==> config.mk <==
export PLATFORM = sky130hd
export DESIGN_NAME = mc_control_fsm_flat
export DESIGN_NICKNAME = d
export VERILOG_FILES = /design/src/rtl/mc_control_fsm_pkg.sv /design/src/rtl/mc_control_fsm_if.sv /design/src/rtl/mc_control_fsm.sv /design/src/flat_wrapper.sv
export SDC_FILE = /design/constraint.sdc
export NUM_CORES = 1
export LEC_CHECK = 0
export CAP_MARGIN = 20
export CORE_UTILIZATION = 51
export CTS_BUF_LIST = sky130_fd_sc_hd__clkbuf_2 sky130_fd_sc_hd__clkbuf_4 sky130_fd_sc_hd__clkbuf_8
export DETAILED_ROUTE_END_ITERATION = 10
export GPL_TIMING_DRIVEN = 0
export PLACE_DENSITY = 0.92
export SYNTH_ARGS = -nofsm -noshare
export SYNTH_HDL_FRONTEND = slang
export SYNTH_SLANG_ARGS = --single-unit
==> constraint.sdc <==
create_clock -name clk -period 2.35 [get_ports clk]
set_input_delay 0.705 -clock clk [delete_from_list [all_inputs] [get_ports clk]]
set_output_delay 0.705 -clock clk [all_outputs]
set_load 0.05 [all_outputs]
==> src/rtl/mc_control_fsm_pkg.sv <==
// Shared constants for the multicycle control unit: opcode map, FSM states,
// ALU operation encodings and datapath select encodings.
package mc_pkg;

    localparam logic [2:0] OP_LD   = 3'b000;
    localparam logic [2:0] OP_ST   = 3'b001;
    localparam logic [2:0] OP_ADDI = 3'b010;
    localparam logic [2:0] OP_BEQ  = 3'b011;
    localparam logic [2:0] OP_ADD  = 3'b100;
    localparam logic [2:0] OP_SUB  = 3'b101;
    localparam logic [2:0] OP_AND  = 3'b110;
    localparam logic [2:0] OP_OR   = 3'b111;

    localparam logic [1:0] ALU_ADD = 2'b00;
    localparam logic [1:0] ALU_SUB = 2'b01;
    localparam logic [1:0] ALU_AND = 2'b10;
    localparam logic [1:0] ALU_OR  = 2'b11;

    localparam logic ADDR_PC  = 1'b0;
    localparam logic ADDR_IMM = 1'b1;
    localparam logic WSEL_ALU = 1'b0;
    localparam logic WSEL_MEM = 1'b1;

    typedef enum logic [2:0] {
        S_IDLE,
        S_FETCH,
        S_DECODE,
        S_EXEC,
        S_ALUWB,
        S_MEM,
        S_LDWB,
        S_BRANCH
    } state_e;

    // ALU function needed by an opcode; BEQ compares by subtraction.
    function automatic logic [1:0] alu_op_for(input logic [2:0] op);
        logic [1:0] r;
        r = ALU_ADD;
        case (op)
            OP_ADDI: r = ALU_ADD;
            OP_BEQ:  r = ALU_SUB;
            OP_ADD:  r = ALU_ADD;
            OP_SUB:  r = ALU_SUB;
            OP_AND:  r = ALU_AND;
            OP_OR:   r = ALU_OR;
            default: r = ALU_ADD;
        endcase
        return r;
    endfunction

endpackage

==> src/rtl/mc_control_fsm_if.sv <==
// Control-unit bundle: decoder/memory/ALU inputs and datapath control outputs.
// Handshake: mem_req is held high until the cycle mem_ready=1 completes the access; mem_ready with mem_req=0 is ignored.
interface mc_control_fsm_if #(
    parameter int RETIRE_W = 32
) ();
    logic                run;
    logic [2:0]          opcode;
    logic                alu_zero;
    logic                mem_ready;
    logic                mem_req;
    logic                mem_we;
    logic                mem_addr_sel;
    logic                ir_load;
    logic                pc_inc;
    logic                pc_load;
    logic                rf_we;
    logic                rf_wsel;
    logic                alu_src;
    logic [1:0]          alu_op;
    logic                instr_done;
    logic                busy;
    logic [RETIRE_W-1:0] retired;

    modport master (
        input  run, opcode, alu_zero, mem_ready,
        output mem_req, mem_we, mem_addr_sel, ir_load, pc_inc, pc_load,
               rf_we, rf_wsel, alu_src, alu_op, instr_done, busy, retired
    );

    modport slave (
        output run, opcode, alu_zero, mem_ready,
        input  mem_req, mem_we, mem_addr_sel, ir_load, pc_inc, pc_load,
               rf_we, rf_wsel, alu_src, alu_op, instr_done, busy, retired
    );
endinterface

==> src/rtl/mc_control_fsm.sv <==
// Multicycle control FSM: fetch/decode/execute/memory/write-back sequencing
// with a variable-latency memory handshake and a retired-instruction counter.
module mc_control_fsm
    import mc_pkg::*;
#(
    parameter int RETIRE_W = 32
) (
    input  logic              clk,
    input  logic              rst_n,
    mc_control_fsm_if.master  bus,
    output state_e            state_o
);

    state_e              state_q;
    logic [2:0]          op_q;
    logic [RETIRE_W-1:0] retired_q;
    logic                done;

    // Outputs decode from the state register; memory completion and the branch
    // flag feed straight through so the handshake costs no extra cycle.
    always_comb begin
        bus.mem_req      = 1'b0;
        bus.mem_we       = 1'b0;
        bus.mem_addr_sel = ADDR_PC;
        bus.ir_load      = 1'b0;
        bus.pc_inc       = 1'b0;
        bus.pc_load      = 1'b0;
        bus.rf_we        = 1'b0;
        bus.rf_wsel      = WSEL_ALU;
        bus.alu_src      = 1'b0;
        bus.alu_op       = ALU_ADD;
        done             = 1'b0;
        case (state_q)
            S_FETCH: begin
                bus.mem_req = 1'b1;
                bus.ir_load = bus.mem_ready;
                bus.pc_inc  = bus.mem_ready;
            end
            S_EXEC: begin
                bus.alu_op  = alu_op_for(op_q);
                bus.alu_src = (op_q == OP_ADDI);
            end
            S_ALUWB: begin
                bus.alu_op  = alu_op_for(op_q);
                bus.alu_src = (op_q == OP_ADDI);
                bus.rf_we   = 1'b1;
                bus.rf_wsel = WSEL_ALU;
                done        = 1'b1;
            end
            S_MEM: begin
                bus.mem_req      = 1'b1;
                bus.mem_addr_sel = ADDR_IMM;
                bus.mem_we       = (op_q == OP_ST);
                done             = bus.mem_ready && (op_q == OP_ST);
            end
            S_LDWB: begin
                bus.rf_we   = 1'b1;
                bus.rf_wsel = WSEL_MEM;
                done        = 1'b1;
            end
            S_BRANCH: begin
                bus.alu_op  = ALU_SUB;
                bus.alu_src = 1'b0;
                bus.pc_load = bus.alu_zero;
                done        = 1'b1;
            end
            default: ;
        endcase
    end

    always_ff @(posedge clk) begin
        if (!rst_n) begin
            state_q   <= S_IDLE;
            op_q      <= OP_LD;
            retired_q <= '0;
        end else if (done) begin
            retired_q <= retired_q + {{(RETIRE_W-1){1'b0}}, 1'b1};
            state_q   <= bus.run ? S_FETCH : S_IDLE;
        end else begin
            case (state_q)
                S_IDLE:   if (bus.run) state_q <= S_FETCH;
                S_FETCH:  if (bus.mem_ready) state_q <= S_DECODE;
                S_DECODE: begin
                    op_q <= bus.opcode;
                    case (bus.opcode)
                        OP_LD, OP_ST: state_q <= S_MEM;
                        OP_BEQ:       state_q <= S_BRANCH;
                        default:      state_q <= S_EXEC;
                    endcase
                end
                S_EXEC:   state_q <= S_ALUWB;
                S_MEM:    if (bus.mem_ready) state_q <= S_LDWB;
                default:  state_q <= S_IDLE;
            endcase
        end
    end

    assign bus.instr_done = done;
    assign bus.busy       = (state_q != S_IDLE);
    assign bus.retired    = retired_q;
    assign state_o        = state_q;

endmodule

==> src/flat_wrapper.sv <==
// flat-port wrapper written by rule: the top's interface ports become plain ports
module mc_control_fsm_flat import mc_pkg::*;
#(
    parameter int RETIRE_W = 32
)
  (clk, rst_n, state_o, bus_run, bus_opcode, bus_alu_zero, bus_mem_ready, bus_mem_req, bus_mem_we, bus_mem_addr_sel, bus_ir_load, bus_pc_inc, bus_pc_load, bus_rf_we, bus_rf_wsel, bus_alu_src, bus_alu_op, bus_instr_done, bus_busy, bus_retired);
  mc_control_fsm_if #(.RETIRE_W(RETIRE_W)) bus_i ();
  input  logic clk;
  input  logic rst_n;
  output state_e state_o;
  input wire logic [$bits(bus_i.run)-1:0] bus_run;
  input wire logic [$bits(bus_i.opcode)-1:0] bus_opcode;
  input wire logic [$bits(bus_i.alu_zero)-1:0] bus_alu_zero;
  input wire logic [$bits(bus_i.mem_ready)-1:0] bus_mem_ready;
  output wire logic [$bits(bus_i.mem_req)-1:0] bus_mem_req;
  output wire logic [$bits(bus_i.mem_we)-1:0] bus_mem_we;
  output wire logic [$bits(bus_i.mem_addr_sel)-1:0] bus_mem_addr_sel;
  output wire logic [$bits(bus_i.ir_load)-1:0] bus_ir_load;
  output wire logic [$bits(bus_i.pc_inc)-1:0] bus_pc_inc;
  output wire logic [$bits(bus_i.pc_load)-1:0] bus_pc_load;
  output wire logic [$bits(bus_i.rf_we)-1:0] bus_rf_we;
  output wire logic [$bits(bus_i.rf_wsel)-1:0] bus_rf_wsel;
  output wire logic [$bits(bus_i.alu_src)-1:0] bus_alu_src;
  output wire logic [$bits(bus_i.alu_op)-1:0] bus_alu_op;
  output wire logic [$bits(bus_i.instr_done)-1:0] bus_instr_done;
  output wire logic [$bits(bus_i.busy)-1:0] bus_busy;
  output wire logic [$bits(bus_i.retired)-1:0] bus_retired;
  assign bus_i.run = bus_run;
  assign bus_i.opcode = bus_opcode;
  assign bus_i.alu_zero = bus_alu_zero;
  assign bus_i.mem_ready = bus_mem_ready;
  assign bus_mem_req = bus_i.mem_req;
  assign bus_mem_we = bus_i.mem_we;
  assign bus_mem_addr_sel = bus_i.mem_addr_sel;
  assign bus_ir_load = bus_i.ir_load;
  assign bus_pc_inc = bus_i.pc_inc;
  assign bus_pc_load = bus_i.pc_load;
  assign bus_rf_we = bus_i.rf_we;
  assign bus_rf_wsel = bus_i.rf_wsel;
  assign bus_alu_src = bus_i.alu_src;
  assign bus_alu_op = bus_i.alu_op;
  assign bus_instr_done = bus_i.instr_done;
  assign bus_busy = bus_i.busy;
  assign bus_retired = bus_i.retired;
  mc_control_fsm #(.RETIRE_W(RETIRE_W)) u_core (.clk(clk), .rst_n(rst_n), .bus(bus_i), .state_o(state_o));
endmodule
---- Word level (Yosys, flattened, before mapping) ----
Index checks and enable logic that the tools add are counted.
operators by class
  add/sub/neg operators ................... 1
  equal/unequal tests ..................... 18
  mux-type cells .......................... 18
  bitwise logic cells ..................... 1
  reductions and logical operators ........ 12
operator list
  operator               number
  $add 32x1->32 const B  1
  $eq 3x3->1 const B     7
  $eq 3x2->1 const B     5
  $pmux 3 s5             1
  $mux 3                 4
  $reduce_or 2->1        5
  $eq 3x1->1 const B     3
  $mux 1                 9
  $ne 3x3->1 const B     3
  $logic_not 3->1        2
  $pmux 2 s3             1
  $pmux 3 s2             1
  $pmux 2 s2             1
  $reduce_and 3->1       1
  $reduce_bool 3->1      1
  $reduce_or 3->1        1
  $pmux 1 s2             1
  $reduce_and 2->1       1
  $logic_and 1x1->1      1
  $not 1->1              1
storage, ports and cells
  bits in registers ....................... 38
  input port bits ......................... 8
  output and inout port bits .............. 48

---- Logic depth before layout (Yosys ltp) ----
  depth in word-level cells ............... 5
  gate-level depth with buffers ........... 8
  mapped depth without buffers ............ 5

---- Worst setup path before layout ----
Ideal clock, no wire load.
  kind .................................... register -> output
  start ................................... reg u_core.state_q[2], in the netlist u_core.state_o[2]
  end ..................................... out bus_alu_src
  arrival time ............................ 2937 ps
  required time ........................... 1645 ps
  path slack .............................. -1292 ps
  cell stages (with the launch flop) ...... 5
  buffers on the path ..................... 0
  path through ............................ dfxtp_1 nor2b_1 nor2b_1 o21ai_0 nor3_1
between the ends
  cells in the longest elaborated chain, start to end .. 3
RTL lines
  item                                      line                  RTL
  start: declaration                        mc_control_fsm.sv:14  state_e state_q;
  start signal: assignment                  mc_control_fsm.sv:78  state_q <= bus.run ? S_FETCH : S_IDLE;
  $eq 3x3->1 or $eq 3x2->1 (tied branches)  mc_control_fsm.sv:33  case (state_q)
  $reduce_or 2->1 (no line) *               n/a
  $mux 1 *                                  n/a
  end: declaration                          flat_wrapper.sv:23    output wire logic [$bits(bus_i.alu_src)-1:0] bus_alu_src;
Every way passes the cells marked *; elsewhere a longest branch is shown, timed or not.

---- Worst setup path after layout ----
  start ................................... reg u_core.state_q[1], in the netlist u_core.state_o[1]
  end ..................................... out bus_mem_addr_sel
between the ends
  cells in the longest elaborated chain, start to end .. 2
RTL lines
  item              line                  RTL
  $eq 3x3->1        mc_control_fsm.sv:33
  $mux 1            mc_control_fsm.sv:33
  end: declaration  flat_wrapper.sv:17    output wire logic [$bits(bus_i.mem_addr_sel)-1:0] bus_mem_addr_sel;
No other way between the ends.

==> out/qor.yml <==
logic_synthesis:
  synthTopCellsByArea: "dfxtp_1, mux2i_1, nand2_1, nand2b_1, a21oi_1"
  synthArstFlopShare_pct: 0
  yosysTopAreaCell: "dfxtp_1"
  synth-edff-count: 0
  synth_area_per_cell_sq_um: 8.44
  ys_ff_latch: 38
  synth_top_area_share_pct: 34.7
  seq_area_frac_synth_pct: 34.7
  synthCells: 260
  yosysWarningCount: 0
  synth-main-ff-cell: "dfxtp_1"
  syn-num-nets: 269
  synth_cell_types: 50
  synthesis.area_sq_um: 2190
cts:
  clock_latency_ns: 0.30
  cts.sinks: 38
  cts_buffer_depth: 2
  htree_levels: 2
  root_buffer: "clkbuf_8"
  cts.clk_slew.worst_paths_ns: 0.08
  ctsHoldBuffers: 0
  cts_tree: "done"
  cts-buffers-inserted: 5
power_and_ir_drop:
  seq_power_share_pct: 50.7
  power_frac_comb_pct: 11.5
  internal_power_uw: 948
  power.leakage_nw: 1.02
  pwr-share-clk_pct: 37.8
  sw_frac_of_total_pct: 26.6
  p_switching_uw: 344
  powerDensity_nw_per_um2: 435
  vdd_ir_drop_max_v: 0.000370
sta:
  drv_slew: 0
  fin_crit_ns: 2.31
  worst_slew_pin_slew_ns: 0.515
  hold_slack_ns: 0.487
  skew_ns: 0.0114
  hold_violations: 0
  rsz0062_at_grt: "no"
  setup_viol: 0
  min_period_over_period_pct: 98.1
  fmax_mhz: 434
  max_slew_margin_pct: 65.4
routing:
  drc: 0
  drtIter0Drc: 222
  vias: 2221
  wl_mm: 5.79
  via_per_inst: 5.92
  post_drt_wl_per_cell_um: 15.4
  drt-pass1-iter-count: 4
  ant_nets: 0
status:
  status: "completed"
critical_path:
  critical_path_peak_fanout: 10
  worst_ep_arrival_time_ns: 1.60
  worstSetupPathType: "reg -> out"
  end_kind: "output port"
  cp.required_ns: 1.64
  start_kind: "flip-flop"
die:
  start_util_pct: 54.1
  num_rows: 23
  die_y_um: 67.6
  die_w_um: 67.6
  fp.dieArea_sq_um: 4570
  core_area_sq_um: 4060
  ios: 56
run:
  cap_violations: 0
placed_design:
  io_buffers: 54
  place_congestion: 0.798
  place_hpwl_mm: 4.13
  place_area_sq_um: 2870
global_route:
  grt_pass1_vias: 1887
  antenna_found_initial: 0
  grt_overflow: 0
  grt_first_pass_wirelength_mm: 9.03
  grt_usage_pct: 26.5
  grt_max_degree: 12
layout:
  final_cell_mix: "clkdlybuf4s50_1, nand2_1, dfxtp_1, mux2i_1, nand2b_1"
  fill_cells: 314
  layout_commonest_cell: "clkdlybuf4s50_1"
  area_growth_pct: 35.5
  n_antenna_cell: 0
  layout.nets: 333
  postLayoutCellArea_sq_um: 2970
  drive_gt1_share_pct: 19.7
min_path:
  hold_path.class: "reg -> reg"
## path summary, 6_finish.rpt
kind / start / end / slack [ns] / depth (start not counted)
min reg2reg: u_core.bus.retired[24] / u_core.bus.retired[24] / 0.49 / 2
max reg2reg: u_core.state_o[1] / u_core.bus.retired[29] / 0.25 / 8
max: u_core.state_o[1] / bus_mem_addr_sel / 0.04 / 6
min: u_core.bus.retired[24] / u_core.bus.retired[24] / 0.49 / 2
## cell usage after synthesis (2+ instances only)
| cell type | number |
|---|---|
| nor4_1 | 8 |
| xor2_1 | 3 |
| nand3_1 | 7 |
| a21oi_1 | 14 |
| inv_1 | 8 |
| nand2_1 | 34 |
| mux2i_1 | 19 |
| o31ai_1 | 5 |
| nor2b_1 | 3 |
| nand2b_1 | 17 |
| nor4_2 | 5 |
| clkbuf_1 | 6 |
| a211oi_1 | 2 |
| o21ai_0 | 12 |
| dfxtp_1 | 38 |
| nor3b_2 | 3 |
| nand4_1 | 7 |
| or3_2 | 2 |
| or3_1 | 4 |
| buf_4 | 3 |
| and4_1 | 6 |
| buf_2 | 3 |
| nor2_1 | 17 |
| and2_1 | 3 |
| or4_1 | 5 |
| buf_6 | 2 |
## flip-flops by register name, summed over array words and instances, names as in the netlist
| name | count |
|---|---|
| u_core.state_o | 3 |
| u_core.bus.retired | 32 |
| u_core.op_q | 3 |
## power groups by stage
stage                     Clock, mW  Combinational, mW  Sequential, mW
final                         0.488              0.149           0.654
after global routing          0.516              0.157           0.655
after CTS                     0.488              0.147           0.654
after detailed placement          0              0.150           0.669
after global placement            0              0.147           0.669
after floorplan                   0             0.0910           0.680
## worst max-delay path: stages, from the launching register on
cell	delay, ns
dfxtp_2	0.33
buf_4	0.16
nand2b_4	0.19
inv_4	0.09
nand2_1	0.09
inv_1	0.08
clkdlybuf4s15_2	0.36
## repair_timing
item,CTS,global route
setup buffers,3,0
gates cloned,0,0
pin swaps,1,1
setup endpoints to repair,16,5
hold endpoints to repair,0,0
gates resized for setup,61,7
## layer usage
layer,vias up,track usage [%],share of wire [%]
met5,-,0,0
met4,0,12.2,2.2
met3,15,5.24,5.4
met2,78,42.2,49
met1,1062,34.1,44
li1,1066,-,-
## per-stage QoR
step	instances	power [mW]	setup TNS (ns)	util, %	worst slack, ns
after floorplan	260	0.771	-0.0292	-	-0.0292
after global placement	364	0.816	-6.13	70.8	-1.17
after detailed placement	364	0.819	-7.21	70.8	-1.22
after CTS	375	1.29	0	72.9	0.00997
after global routing	375	1.33	0	73.2	0.00301
final	375	1.29	0	73.2	0.0441
## cell families after synthesis
group	synth area share, %
compound gates	12.0
xor+xnor	1.60
fa+ha+maj	0.570
buf+inv	5.65
flops	34.7
mux	8.67
simple gates	36.8
## area by class of cell
cell class | count | area, sq um | share of cell area (%)
timing repair buffer | 57 | 534 | 18.0
buffer | 15 | 100 | 3.37
tap | 50 | 62.6 | 2.11
inverter | 10 | 40.0 | 1.35
sequential | 38 | 772 | 26.0
clock inverter | 1 | 5.00 | 0.168
multi-input combinational | 197 | 1370 | 46.0
clock buffer | 7 | 90.1 | 3.03
No activity file was read; power rests on OpenSTA's default activity.
